<file path="src/rtl/aes_sbox_rom_seq.sv">
// AES byte-substitution sequencer: walks a word MS byte first through an external
// 512x8 S-box ROM (forward half at 0x000, inverse half at 0x100) and returns the substituted word.
//   state | meaning
//   IDLE  | waiting for a word, ROM deselected
//   RUN   | issuing byte addresses and capturing ROM data
//   DONE  | out_valid held until the consumer accepts the word
module aes_sbox_rom_seq #(
  parameter int NBYTES  = 4,
  parameter int ROM_LAT = 1
) (
  input  logic                clk,
  input  logic                rst_n,
  input  logic                flush,
  input  logic                in_valid,
  output logic                in_ready,
  input  logic [8*NBYTES-1:0] in_data,
  input  logic                in_inv,
  output logic                out_valid,
  input  logic                out_ready,
  output logic [8*NBYTES-1:0] out_data,
  output logic                busy,
  output logic [8:0]          rom_addr,
  input  logic [7:0]          rom_data,
  output logic                rom_ce_n,
  output logic                rom_oe_n
);

  localparam int W  = 8 * NBYTES;
  localparam int PW = (NBYTES > 1) ? $clog2(NBYTES) : 1;
  localparam logic [PW-1:0] POS_TOP  = PW'(NBYTES - 1);
  localparam logic [PW-1:0] POS_NEXT = PW'((NBYTES > 1) ? NBYTES - 2 : 0);

  typedef enum logic [1:0] {IDLE, RUN, DONE} state_t;

  state_t        state;
  logic [W-1:0]  word_q;
  logic          inv_q;
  logic [PW-1:0] issue_pos;
  logic          issue_more;
  logic          tag_v   [ROM_LAT];
  logic [PW-1:0] tag_pos [ROM_LAT];
  logic [7:0]    issue_byte;
  logic          accept;

  assign in_ready = (state == IDLE) && !flush;
  assign accept   = in_valid && in_ready;
  assign busy     = (state != IDLE);
  assign rom_oe_n = rom_ce_n;

  always_comb begin
    issue_byte = '0;
    for (int b = 0; b < NBYTES; b++)
      if (issue_pos == PW'(b)) issue_byte = word_q[8*b +: 8];
  end

  // Tag pipeline: each issued byte position travels ROM_LAT stages, so the head
  // names the byte whose ROM data is on rom_data at this edge.
  always_ff @(posedge clk or negedge rst_n) begin
    if (!rst_n) begin
      state      <= IDLE;
      word_q     <= '0;
      inv_q      <= 1'b0;
      issue_pos  <= '0;
      issue_more <= 1'b0;
      out_data   <= '0;
      out_valid  <= 1'b0;
      rom_addr   <= '0;
      rom_ce_n   <= 1'b1;
      for (int i = 0; i < ROM_LAT; i++) begin
        tag_v[i]   <= 1'b0;
        tag_pos[i] <= '0;
      end
    end else begin
      for (int i = 1; i < ROM_LAT; i++) begin
        tag_v[i]   <= tag_v[i-1];
        tag_pos[i] <= tag_pos[i-1];
      end
      tag_v[0]   <= 1'b0;
      tag_pos[0] <= '0;

      if (flush) begin
        state      <= IDLE;
        out_valid  <= 1'b0;
        rom_ce_n   <= 1'b1;
        issue_more <= 1'b0;
        for (int i = 0; i < ROM_LAT; i++) tag_v[i] <= 1'b0;
      end else begin
        case (state)
          IDLE: begin
            if (accept) begin
              word_q     <= in_data;
              inv_q      <= in_inv;
              rom_addr   <= {in_inv, in_data[W-1 -: 8]};
              rom_ce_n   <= 1'b0;
              tag_v[0]   <= 1'b1;
              tag_pos[0] <= POS_TOP;
              issue_pos  <= POS_NEXT;
              issue_more <= (NBYTES > 1);
              state      <= RUN;
            end
          end
          RUN: begin
            if (issue_more) begin
              rom_addr   <= {inv_q, issue_byte};
              tag_v[0]   <= 1'b1;
              tag_pos[0] <= issue_pos;
              if (issue_pos == '0) issue_more <= 1'b0;
              else                 issue_pos  <= issue_pos - PW'(1);
            end
            if (tag_v[ROM_LAT-1]) begin
              for (int b = 0; b < NBYTES; b++)
                if (tag_pos[ROM_LAT-1] == PW'(b)) out_data[8*b +: 8] <= rom_data;
              if (tag_pos[ROM_LAT-1] == '0) begin
                out_valid <= 1'b1;
                rom_ce_n  <= 1'b1;
                state     <= DONE;
              end
            end
          end
          DONE: begin
            if (out_ready) begin
              out_valid <= 1'b0;
              state     <= IDLE;
            end
          end
          default: state <= IDLE;
        endcase
      end
    end
  end

endmodule

</file>
<file path="config.mk">
export PLATFORM = sky130hd
export DESIGN_NAME = aes_sbox_rom_seq
export DESIGN_NICKNAME = d
export VERILOG_FILES = /design/src/rtl/aes_sbox_rom_seq.sv
export SDC_FILE = /design/constraint.sdc
export NUM_CORES = 1
export LEC_CHECK = 0
export ABC_AREA = 0
export BUFFER_PORTS_ARGS = -buffer_cell sky130_fd_sc_hd__buf_4
export CELL_PAD_IN_SITES_DETAIL_PLACEMENT = 0
export CELL_PAD_IN_SITES_GLOBAL_PLACEMENT = 2
export CORE_ASPECT_RATIO = 0.6
export CORE_UTILIZATION = 35
export DETAILED_ROUTE_END_ITERATION = 8
export PLACE_DENSITY_LB_ADDON = 0.1
export SLEW_MARGIN = 5
export SYNTH_ARGS = -nofsm -noshare
export SYNTH_HDL_FRONTEND = slang
export SYNTH_SLANG_ARGS = --single-unit
</file>
<file path="constraint.sdc">
create_clock -name clk -period 2.2 [get_ports clk]
set_clock_uncertainty 0.1 [all_clocks]
set_input_delay 0.22 -clock clk [delete_from_list [all_inputs] [get_ports clk]]
set_output_delay 0.22 -clock clk [all_outputs]
set_load 0.01 [all_outputs]
</file>
* Yosys cells after proc, flatten, opt, wreduce, memory -nomap -nowiden
Cells that the tools add are included.
Word-level totals: flip-flop bits (word level) 84, output and inout bits 46, logic and storage cells 90
Cells by class: mux-type cells 38, equal/unequal tests 15, add/subtract/negate cells 1, bitwise gates (word level) 1, reductions and logical operators 21
Operators with widths (number):
- two-way mux 8 bit | 4
- AND reduction 4 bit | 8
- two-way mux 2 bit | 11
- two-way mux 9 bit | 2
- case mux 9 bit (2 select lines) | 1
- two-way mux 1 bit | 13
- != test 3 bit (second input constant) | 4
- == test 2 bit (second input constant) | 5
- case mux 1 bit (2 select lines) | 4
- case mux 2 bit (2 select lines) | 2
- == test 2 x 1 -> 1 bit (second input constant) | 3
- zero test 2 bit | 3
- != test 2 bit (second input constant) | 3
- case mux 2 bit (3 select lines) | 1
- nonzero test 3 bit | 2
- AND reduction 5 bit | 1
- nonzero test 2 bit | 2
- AND reduction 3 bit | 1
- logical AND 1 bit | 2
- AND reduction 2 bit | 1
- subtractor 2 x 1 -> 2 bit (second input constant) | 1
- zero test 1 bit | 1
- inverter 1 bit | 1

* Longest topological paths before layout
Gate-level depths: netlist of run 1.
word-level depth 7, mapped depth 8, mapped depth without buffers 6

* Least setup slack after synthesis of run 1
No wires, ideal clock.
kind register to register, start point register state[0], end point register word_q[10], stages on the path, launching flop included 8, buffers on the path 3, data arrival time 1.769 ns, required time 1.975 ns, path slack 0.206 ns, cell sequence dfrtp_1 -> buf_6 -> or2_2 -> nor2_1 -> and2_1 -> buf_6 -> buf_12 -> mux2_2
Between the ends: cells in the longest elaborated chain, start to end 4
RTL lines:
- start, declared | RTL line 35 | state_t state;
- start signal, assigned | RTL line 60 | state <= IDLE;
- start signal, assigned | RTL line 82 | state <= IDLE;
- start signal, assigned | RTL line 99 | state <= RUN;
- zero test 2 bit | RTL line 45 | assign in_ready = (state == IDLE) && !flush;
- logical AND 1 bit | RTL line 45
- via in_ready | RTL line 15 | output logic in_ready,
- logical AND 1 bit | RTL line 46 | assign accept = in_valid && in_ready;
- AND reduction 3 bit (no source line)
- end signal, assigned | RTL line 91 | word_q <= in_data;
- end, declared | RTL line 36 | logic [W-1:0] word_q;
The timed path passes the listed nets, and every way through them passes these cells. A chain may end at the register's enable or synchronous reset.

* Worst setup path after layout of run 1
start point register state[0], end point register out_data[17]
Between the ends: cells in the longest elaborated chain, start to end 2
RTL lines:
- == test 2 x 1 -> 1 bit | RTL line 88 | case (state)
- AND reduction 4 bit (no source line)
- end signal, assigned by index | RTL line 112 | if (tag_pos[ROM_LAT-1] == PW'(b)) out_data[8*b +: 8] <= rom_data;
- end, declared | RTL line 20 | output logic [8*NBYTES-1:0] out_data,
No other way between the ends.

==> results by group, run 1 <==
STA
  • RSZ-0062 raised after global routing: no
  • Period minus WS final: 1.93 ns
  • Worst-Margin Slew: 0.627 ns
  • Final hold vios: 0
  • FMAX: 518 MHz
  • Slew Viols, Final: 0
  • Final worst path period share: 87.7%
  • Slew headroom: 58.1%
  • Setup WS post-layout: 0.271 ns
  • # setup viols final: 0
  • Setup TNS: 0 ns

Floorplanning
  • Initial Utilization: 37.0%
  • Die span in x: 136 um
  • Core region area: 10100 um2
  • Die Ht: 82.2 um
  • # IOs: 92
  • FP Rows: 28
  • Die area: 11100 um2

Yosys
  • Synth top area share: 55.4%
  • Synth Area in XOR/XNOR: 0%
  • Post-Syn Area per Cell: 13.2 um2
  • Mapped Area: 3750 um2
  • Largest family of logic cells by synthesized area: multiplexers
  • Top post-synthesis cells by area: dfrtp_1 55%, mux2_2 17%, mux2_4 3.2%
  • Syn nets: 333
  • Mapped Cells: 283
  • Sequential element share of the synthesized area: 56.1%
  • Fraction of the mapped netlist area in simple logic gates: 9.18%
  • Unique masters post-synth: 38
  • Post-synth EDFFs: 0
  • Dominant cell by count in the synthesized netlist: dfrtp_1
  • Synth Area in Compound Gates: 8.31%
  • Ys async rst share: 100%
  • Largest area contributor in the netlist: dfrtp_1
  • Main flop type after synthesis: dfrtp_1
  • Mux cell area share after synthesis: 20.6%
  • Ys Warns: 0
  • Yosys reg bits: 84
  • Synth top cells by count: 83 x dfrtp_1, 55 x mux2_2, 21 x nand2_1
  • Adder-cell area share of the yosys netlist: 1.34%

Pwr
  • Peak supply drop: 0.456 mV
  • Power per Cell Area: 1020 nW/um2
  • Leakage: 0.00230 uW

Place
  • DP Wirelength: 6230 um
  • Gpl congestion: 0.752
  • Placed cell count: 502
  • DP Worst Slack: 0.260 ns
  • IO Port Bufs: 91

Clocking
  • Clk buf depth: 2
  • CTS Hold Bufs: 1
  • Total CTS buffers: 9
  • Root cell of the clock tree: clkbuf_16
  • Worst-Skew Late Latency: 0.33 ns
  • Htree depth: 3
  • # clock sinks: 84
  • Post_cts resized: 0
  • Clock-pin slew on the worst setup and hold paths: 0.06 ns
  • Postcts setup bufs: 0
  • CTS tree: done

Critical path
  • Worst Setup End Kind: register
  • Critical-path top delay cell: dfrtp_1
  • Worst endpoint required time: 2.31 ns
  • Worst EP arrival: 2.04 ns
  • CP max FO: 8
  • Setup Crit Path Kind: register to register
  • Max incr delay on CP: 0.47 ns
  • Crit path cell chain: nor2b_4 > nor2b_4 > nand4b_2 > mux2_2
  • Worst Setup Start Kind: register
  • CP most frequent cell: nor2b_4

Global route
  • Largest net degree at the start of global routing: 61
  • Vias in the first global route: 2592
  • Remaining Overflow, GRT: 0
  • Tot GR Track Use: 16.6%
  • First-pass GRT wire length: 13600 um
  • Antenna violations before repair: 0

Cells and area
  • Filler instances: 920
  • Footprint of the multi-input gates: 1480 um2
  • Post-layout util: 48.4%
  • Register area: 2100 um2
  • Net count, final: 429
  • Layout cells sized above 1: 49.2%
  • Area growth syn-to-layout: 30.7%
  • Post-route insts no fill: 519
  • Ant diodes: 0

Drt
  • WL/cell: 16.4 um
  • Iter 0 DRT Violations: 84
  • Total via count in the routed design: 2558
  • Via-per-instance ratio: 4.93
  • Antenna viol nets, final: 0
  • Drt pass-1 iters: 5
  • # DRC: 0
  • WL final: 8530 um

Run
  • Max Cap Violations: 0

Hold path
  • Worst Hold Class: primary input to register

Status
  • Status: completed
[sequential cells by signal, summed over array words and instances, names as in the netlist]
signal	cells
tag_v	1
tag_pos	2
out_valid	1
inv_q	1
state	2
out_data	32
issue_pos	2
issue_more	1
word_q	32
rom_ce_n	1
rom_addr	9
[where the power goes]
part           internal, uW  switching (uW)  leakage (uW)
Clock                  1140             595      0.000169
Sequential             1890             204       0.00104
Combinational           648             546       0.00109
Total                  3680            1340       0.00230
[path summary, 6_finish.rpt]
check                                       start  slack, ns  cells past startpoint                        to
max                          state[0]$_DFFE_PN0P_       0.27                      4  out_data[17]$_DFFE_PN0P_
min reg2reg                word_q[26]$_DFFE_PN0P_       0.39                      1    word_q[26]$_DFFE_PN0P_
min                                    in_data[2]       0.02                      2     word_q[2]$_DFFE_PN0P_
max reg2reg                  state[0]$_DFFE_PN0P_       0.27                      4  out_data[17]$_DFFE_PN0P_
min in group asynchronous                   rst_n       0.24                      2    word_q[15]$_DFFE_PN0P_
max in group asynchronous                   rst_n       1.09                      3      rom_ce_n$_DFFE_PN1P_
[kinds of logic after synthesis]
| group | after synthesis |
|---|---|
| flip-flops | 84 |
| AO/OA/AOI/OAI | 47 |
| multiplexers | 66 |
| adder cells (fa/ha/maj) | 4 |
| buffers and inverters | 20 |
| AND/OR/NAND/NOR | 62 |
[layer usage]
metal / share of wire, % / global-route usage [%] / vias to the layer above
met4: 0.90 / 4.83 / 0
met5: 0 / 0 / -
met2: 44 / 24.0 / 70
met1: 49 / 23.8 / 1280
li1: - / - / 1201
met3: 6.2 / 4.82 / 7
[stage by stage]
stage	area, um2	power [uW]	hold slack [ns]
final	4900	5020	0.0163
after global routing	4900	5290	0.00859
after CTS	4900	5090	0.00227
after detailed placement	4540	3340	0.0520
after global placement	4540	3310	0.0472
after floorplan	3750	2770	-0.176
[worst max-delay path, delay by kind of cell, from the launching register on]
kind	cells	cell delay, ns
and+or+nand+nor	3	0.84
DFF	1	0.47
muxes	1	0.40
[final cells by class]
class                   count  share of cell area [%]
multi-input cells         179                    30.2
clock inverters             6                    2.27
clock buffers              10                    4.88
inverters                   4                   0.306
flip-flops and latches     84                    42.9
well taps                 135                    3.45
repair buffers            101                    16.0
[cell usage in the layout, fill, tap and decap left out, drive strengths merged]
master,n
a21o,1
a21oi,8
a31oi,8
a32oi,1
and2,2
and3,1
and4,1
buf,100
bufinv,3
clkbuf,10
clkinv,2
clkinvlp,1
dfrtp,83
dfstp,1
dlygate4sd3,1
ha,4
inv,4
mux2,65
mux2i,1
nand2,22
nand2b,11
nand3,1
nand4b,2
nor2,15
nor2b,2
nor3,1
nor3b,1
o2111ai,8
o211ai,8
o21a,1
o21ai,10
o21ba,1
o21bai,1
or2,2
or2b,1
Note: power is estimated with default switching activity, not from simulation.
==> inputs of run 2 (changes only) <==
--- a/config.mk
+++ b/config.mk
@@ -10,6 +10,7 @@
 export CELL_PAD_IN_SITES_DETAIL_PLACEMENT = 0
 export CELL_PAD_IN_SITES_GLOBAL_PLACEMENT = 2
 export CORE_ASPECT_RATIO = 0.6
+export CORE_MARGIN = 4
 export CORE_UTILIZATION = 35
 export DETAILED_ROUTE_END_ITERATION = 8
 export PLACE_DENSITY_LB_ADDON = 0.1
==> run 2 against run 1 <==
Sequential share of layout area is 0.62 points lower. Maximum frequency is 0.38% lower. Combinational power hardly changed. Wire length is 5.0% higher. Setup slack worse by 0.0073 ns. Clock-buffer cell count is 1 higher. Global-route usage is 1.5 points lower. Via count is 3.3% higher. Non-clock buffer count is 11 higher. Register-to-register slack hardly changed.
==> results by group, run 2 (synthesis gave the netlist of run 1 again) <==
Pwr
  • Psw: 1350 uW
  • Clock Power Share: 32.5%
  • Total power: 4910 uW
  • Power Internal: 3570 uW
  • Leakage: 0.00234 uW
  • Sequential Power Share: 42.6%
  • Combinational share of power: 24.9%
  • Switching part of the total: 27.4%
  • Power per Cell Area: 988 nW/um2
  • Peak supply drop: 0.398 mV

Drt
  • Via-per-instance ratio: 4.99
  • WL final: 8960 um
  • WL/cell: 16.9 um
  • Drt pass-1 iters: 5
  • Iter 0 DRT Violations: 165
  • Antenna viol nets, final: 0
  • # DRC: 0
  • Total via count in the routed design: 2642

Cells and area
  • Area growth syn-to-layout: 32.6%
  • Commonest non-fill, non-tap cells in the layout: 100 x buf_4, 83 x dfrtp_1, 55 x mux2_2, 21 x nand2_1, 15 x nor2_1
  • Post-layout util: 48.9%
  • Commonest non-fill, non-tap cell in the layout: buf_4
  • Filler instances: 979
  • Ant diodes: 0
  • Net count, final: 440
  • Biggest regs: out_data (32), word_q (32), rom_addr (9)
  • Layout cells sized above 1: 48.0%
  • Final Instance Area: 4970 um2

STA
  • FMAX: 517 MHz
  • Worst-Margin Slew: 0.680 ns
  • Slew headroom: 54.5%
  • Setup WS post-layout: 0.264 ns
  • Setup TNS: 0 ns
  • Final worst path period share: 88.0%
  • Slew Viols, Final: 0
  • Final hold vios: 0
  • # setup viols final: 0
  • Period minus WS final: 1.94 ns
  • RSZ-0062 raised after global routing: no

Floorplanning
  • # IOs: 92
  • Die span in x: 142 um
  • Initial Utilization: 36.9%
  • Die area: 12500 um2
  • Core region area: 10200 um2
  • Die Ht: 88.2 um
  • FP Rows: 28

Critical path
  • Setup Crit Path Kind: register to register
  • CP max FO: 8
  • Worst Setup Start Kind: register
  • Worst Setup End Kind: register
  • Worst endpoint required time: 2.31 ns
  • Worst EP arrival: 2.05 ns

Status
  • Status: completed

Run
  • Max Cap Violations: 0

Global route
  • Tot GR Track Use: 15.1%
  • Largest net degree at the start of global routing: 41
  • Antenna violations before repair: 0
  • Vias in the first global route: 2662
  • Remaining Overflow, GRT: 0
  • First-pass GRT wire length: 14500 um

Clocking
  • Htree depth: 3
  • Worst-Skew Late Latency: 0.34 ns
  • Postcts setup bufs: 0
  • Root cell of the clock tree: clkbuf_16
  • CTS Hold Bufs: 10
  • CTS tree: done
  • Post_cts resized: 0
  • # clock sinks: 84
  • Clock-pin slew on the worst setup and hold paths: 0.06 ns
  • Total CTS buffers: 9
  • Clk buf depth: 2

Place
  • DP Wirelength: 6550 um
  • Placed cell area: 4560 um2
  • Gpl congestion: 0.765
  • DP Worst Slack: 0.273 ns
  • IO Port Bufs: 91

Hold path
  • Worst Hold Class: primary input to register
[run 2: cell count changes in the layout (fill, tap and decap cells not counted), sizes merged]
cell	change
bufinv	-1
buf	+2
dlygate4sd3	+9
clkbuf	+1
clkinvlp	-1
[run 2: cell type report]
class                      instances  area (um2)  share of cell area [%]
sequential                        84        2100                    42.3
multi-input combinational        179        1480                    29.7
timing repair buffer             112         891                    17.9
clock buffer                      11         243                    4.88
tap                              135         169                    3.40
clock inverter                     4        73.8                    1.48
inverter                           4        15.0                   0.302
[run 2: path summary, 6_finish.rpt]
check                                               from                       to  slack, ns  cells past startpoint
max in group asynchronous                          rst_n     rom_ce_n$_DFFE_PN1P_       0.99                      3
min in group asynchronous                          rst_n    word_q[1]$_DFFE_PN0P_       0.31                      2
worst max register to register  issue_pos[0]$_DFFE_PN0P_  rom_addr[0]$_DFFE_PN0P_       0.26                      6
worst max-delay path            issue_pos[0]$_DFFE_PN0P_  rom_addr[0]$_DFFE_PN0P_       0.26                      6
worst min-delay path                         in_data[18]   word_q[18]$_DFFE_PN0P_       0.01                      2
worst min register to register    word_q[26]$_DFFE_PN0P_   word_q[26]$_DFFE_PN0P_       0.38                      1
[run 2: power groups by stage]
stage                     logic [uW]  registers [uW]  clock network, uW
after floorplan                  628            2150                  0
after global routing            1350            2140               1720
after global placement          1210            2120                  0
after CTS                       1250            2100               1660
final                           1220            2090               1600
after detailed placement        1230            2120                  0
[run 2: stage by stage]
stage	hold slack, ns	cells
after global placement	0.156	504
after global routing	0.0106	529
after floorplan	-0.176	283
final	0.0143	529
after CTS	0.00106	529
after detailed placement	0.153	504
[run 2: per-layer routing]
metal / track usage (%) / routed length, um / vias up
li1: - / - / 1228
met1: 22.6 / 4540 / 1332
met2: 21.3 / 3770 / 77
met3: 4.53 / 601 / 5
met4: 3.48 / 50 / 0
met5: 0 / 0 / -
[run 2: critical path: stages (launching register included)]
cell       delay (ns)
dfrtp_1          0.41
inv_1            0.10
ha_1             0.21
nor2_1           0.54
o211ai_1         0.18
o2111ai_1        0.15
a31oi_1          0.11
==> inputs of run 3 (changes only) <==
--- a/config.mk
+++ b/config.mk
@@ -11,10 +11,10 @@
 export CELL_PAD_IN_SITES_GLOBAL_PLACEMENT = 2
 export CORE_ASPECT_RATIO = 0.6
 export CORE_MARGIN = 4
-export CORE_UTILIZATION = 35
+export CORE_UTILIZATION = 30
 export DETAILED_ROUTE_END_ITERATION = 8
 export PLACE_DENSITY_LB_ADDON = 0.1
-export SLEW_MARGIN = 5
+export SLEW_MARGIN = 20
 export SYNTH_ARGS = -nofsm -noshare
 export SYNTH_HDL_FRONTEND = slang
 export SYNTH_SLANG_ARGS = --single-unit
==> run 3 against run 2 <==
Clock-buffer cell count unchanged. Combinational power about the same. Wire length up 1.3%. First-iteration DRC count down 56%. Setup slack better by 0.023 ns. Global-route usage down 1.7 points. Via count down 3.5%. Flip-flop and latch count unchanged. Die area up 15%. Cell count up 4.2%. Sequential power about the same. Critical path type unchanged. Highest routed layer unchanged.
==> results by group, run 3 (synthesis gave the netlist of run 1 again) <==
Cells and area
  • Filler instances: 1175
  • Net count, final: 431
  • Area growth syn-to-layout: 30.9%
  • Footprint of the multi-input gates: 1480 um2
  • Ant diodes: 0
  • Commonest non-fill, non-tap cell in the layout: buf_4
  • Biggest regs: out_data (32), word_q (32), rom_addr (9)
  • Register area: 2100 um2
  • Post-layout util: 40.4%
  • Commonest non-fill, non-tap cells in the layout: 99 x buf_4, 83 x dfrtp_1, 55 x mux2_2, 21 x nand2_1, 15 x nor2_1
  • Final Instance Area: 4910 um2
  • Layout cells sized above 1: 49.2%

Hold path
  • Hold path endpoint: word_q[22]$_DFFE_PN0P_
  • Cell count of the worst hold path: 2
  • Hold path startpoint: in_data[22]
  • Worst Hold Class: primary input to register

STA
  • Final hold vios: 0
  • FMAX: 523 MHz
  • # setup viols final: 0
  • Worst-Margin Slew: 0.645 ns
  • RSZ-0062 raised after global routing: no
  • Setup TNS: 0 ns
  • Period minus WS final: 1.91 ns
  • Final worst path period share: 87.0%
  • Slew Viols, Final: 0
  • Setup WS post-layout: 0.287 ns
  • Slew headroom: 56.9%

Pwr
  • Power per Cell Area: 982 nW/um2
  • Combinational share of power: 25.2%
  • Peak supply drop: 0.385 mV
  • Total power: 4820 uW
  • Sequential Power Share: 43.4%
  • Power Internal: 3470 uW
  • Psw: 1350 uW
  • Clock Power Share: 31.4%
  • Leakage: 0.00230 uW
  • Switching part of the total: 28.0%

Drt
  • # DRC: 0
  • Drt pass-1 iters: 4
  • WL/cell: 16.5 um
  • WL final: 9070 um
  • Iter 0 DRT Violations: 72
  • Total via count in the routed design: 2550
  • Antenna viol nets, final: 0
  • Via-per-instance ratio: 4.63

Critical path
  • Max incr delay on CP: 0.52 ns
  • Worst Setup Start Kind: register
  • RR Startpoint: issue_pos[0]$_DFFE_PN0P_
  • Crit path cell chain: inv_1 > ha_1 > nor2_1 > o211ai_1 > o2111ai_1 > a31oi_1
  • Cells on worst reg2reg path: 6
  • Worst EP arrival: 2.02 ns
  • Setup Crit Path Kind: register to register
  • Worst endpoint required time: 2.31 ns
  • Worst Setup End Kind: register
  • FF-to-FF End: rom_addr[3]$_DFFE_PN0P_
  • R2r setup slk: 0.29 ns
  • CP max FO: 8
  • Critical-path top delay cell: nor2_1

Clocking
  • CTS Hold Bufs: 2
  • Root cell of the clock tree: clkbuf_16
  • Total CTS buffers: 9
  • Clk buf depth: 2
  • # clock sinks: 84
  • CTS tree: done
  • Htree depth: 3
  • Worst-Skew Late Latency: 0.33 ns
  • Post_cts resized: 0
  • Postcts setup bufs: 0
  • Clock-pin slew on the worst setup and hold paths: 0.06 ns

Floorplanning
  • Die Ht: 94.6 um
  • Die span in x: 152 um
  • Die area: 14400 um2
  • # IOs: 92
  • Core region area: 12100 um2
  • FP Rows: 31
  • Initial Utilization: 30.9%

Status
  • Status: completed

Run
  • Max Cap Violations: 0

Place
  • DP Wirelength: 6700 um
  • DP Worst Slack: 0.275 ns
  • Placed cell area: 4590 um2
  • IO Port Bufs: 91
  • Gpl congestion: 0.742

Global route
  • First-pass GRT wire length: 14900 um
  • Largest net degree at the start of global routing: 44
  • Antenna violations before repair: 0
  • Remaining Overflow, GRT: 0
  • Tot GR Track Use: 13.3%
  • Vias in the first global route: 2702
==> run 3: critical path, delay by kind of cell, from the launching register on <==
kind,cells,cell delay (ns)
flops,1,0.42
fa+ha+maj,1,0.22
buf+inv,1,0.10
simple gates,1,0.52
compound gates,3,0.44
==> run 3: how the worst max path moves through the flow <==
stage                     cells past startpoint  slack, ns                      end                startpoint
after CTS                                     6       0.26  rom_addr[1]$_DFFE_PN0P_  issue_pos[0]$_DFFE_PN0P_
after floorplan                               7       0.21   word_q[10]$_DFFE_PN0P_      state[0]$_DFFE_PN0P_
after detailed placement                      6       0.27  rom_addr[1]$_DFFE_PN0P_  issue_pos[0]$_DFFE_PN0P_
final                                         6       0.29  rom_addr[3]$_DFFE_PN0P_  issue_pos[0]$_DFFE_PN0P_
after global routing                          6       0.06  rom_addr[6]$_DFFE_PN0P_  issue_pos[0]$_DFFE_PN0P_
after global placement                        5       0.31   word_q[23]$_DFFE_PN0P_      state[1]$_DFFE_PN0P_
==> run 3: routing by layer <==
layer | vias to the layer above | wire length [um] | GRT usage [%]
met5 | - | 0 | 0
met4 | 0 | 82 | 4.04
met3 | 6 | 418 | 4.21
met2 | 53 | 3920 | 18.6
met1 | 1285 | 4650 | 19.6
li1 | 1206 | - | -
==> run 3: through the flow <==
step | hold slack [ns] | std cells
2_1_floorplan | -0.176 | 283
3_3_place_gp | 0.163 | 533
3_5_place_dp | 0.159 | 533
4_1_cts | 0.000379 | 551
5_1_grt | 0.00115 | 551
6_report | 0.0148 | 551
==> run 3: power by group through the flow <==
stage	Sequential (uW)	Combinational (uW)	Clock [uW]
floorplan	2150	628	0
global placement	2120	1220	0
detailed placement	2130	1240	0
CTS	2100	1240	1580
global route	2140	1350	1650
finish	2090	1210	1520
==> run 3: cell type report <==
type,count,share of cell area (%)
flip-flops and latches,84,42.8
inverters,4,0.306
clock inverters,5,1.02
repair buffers,103,16.4
multi-input cells,179,30.1
well taps,165,4.21
clock buffers,11,5.15
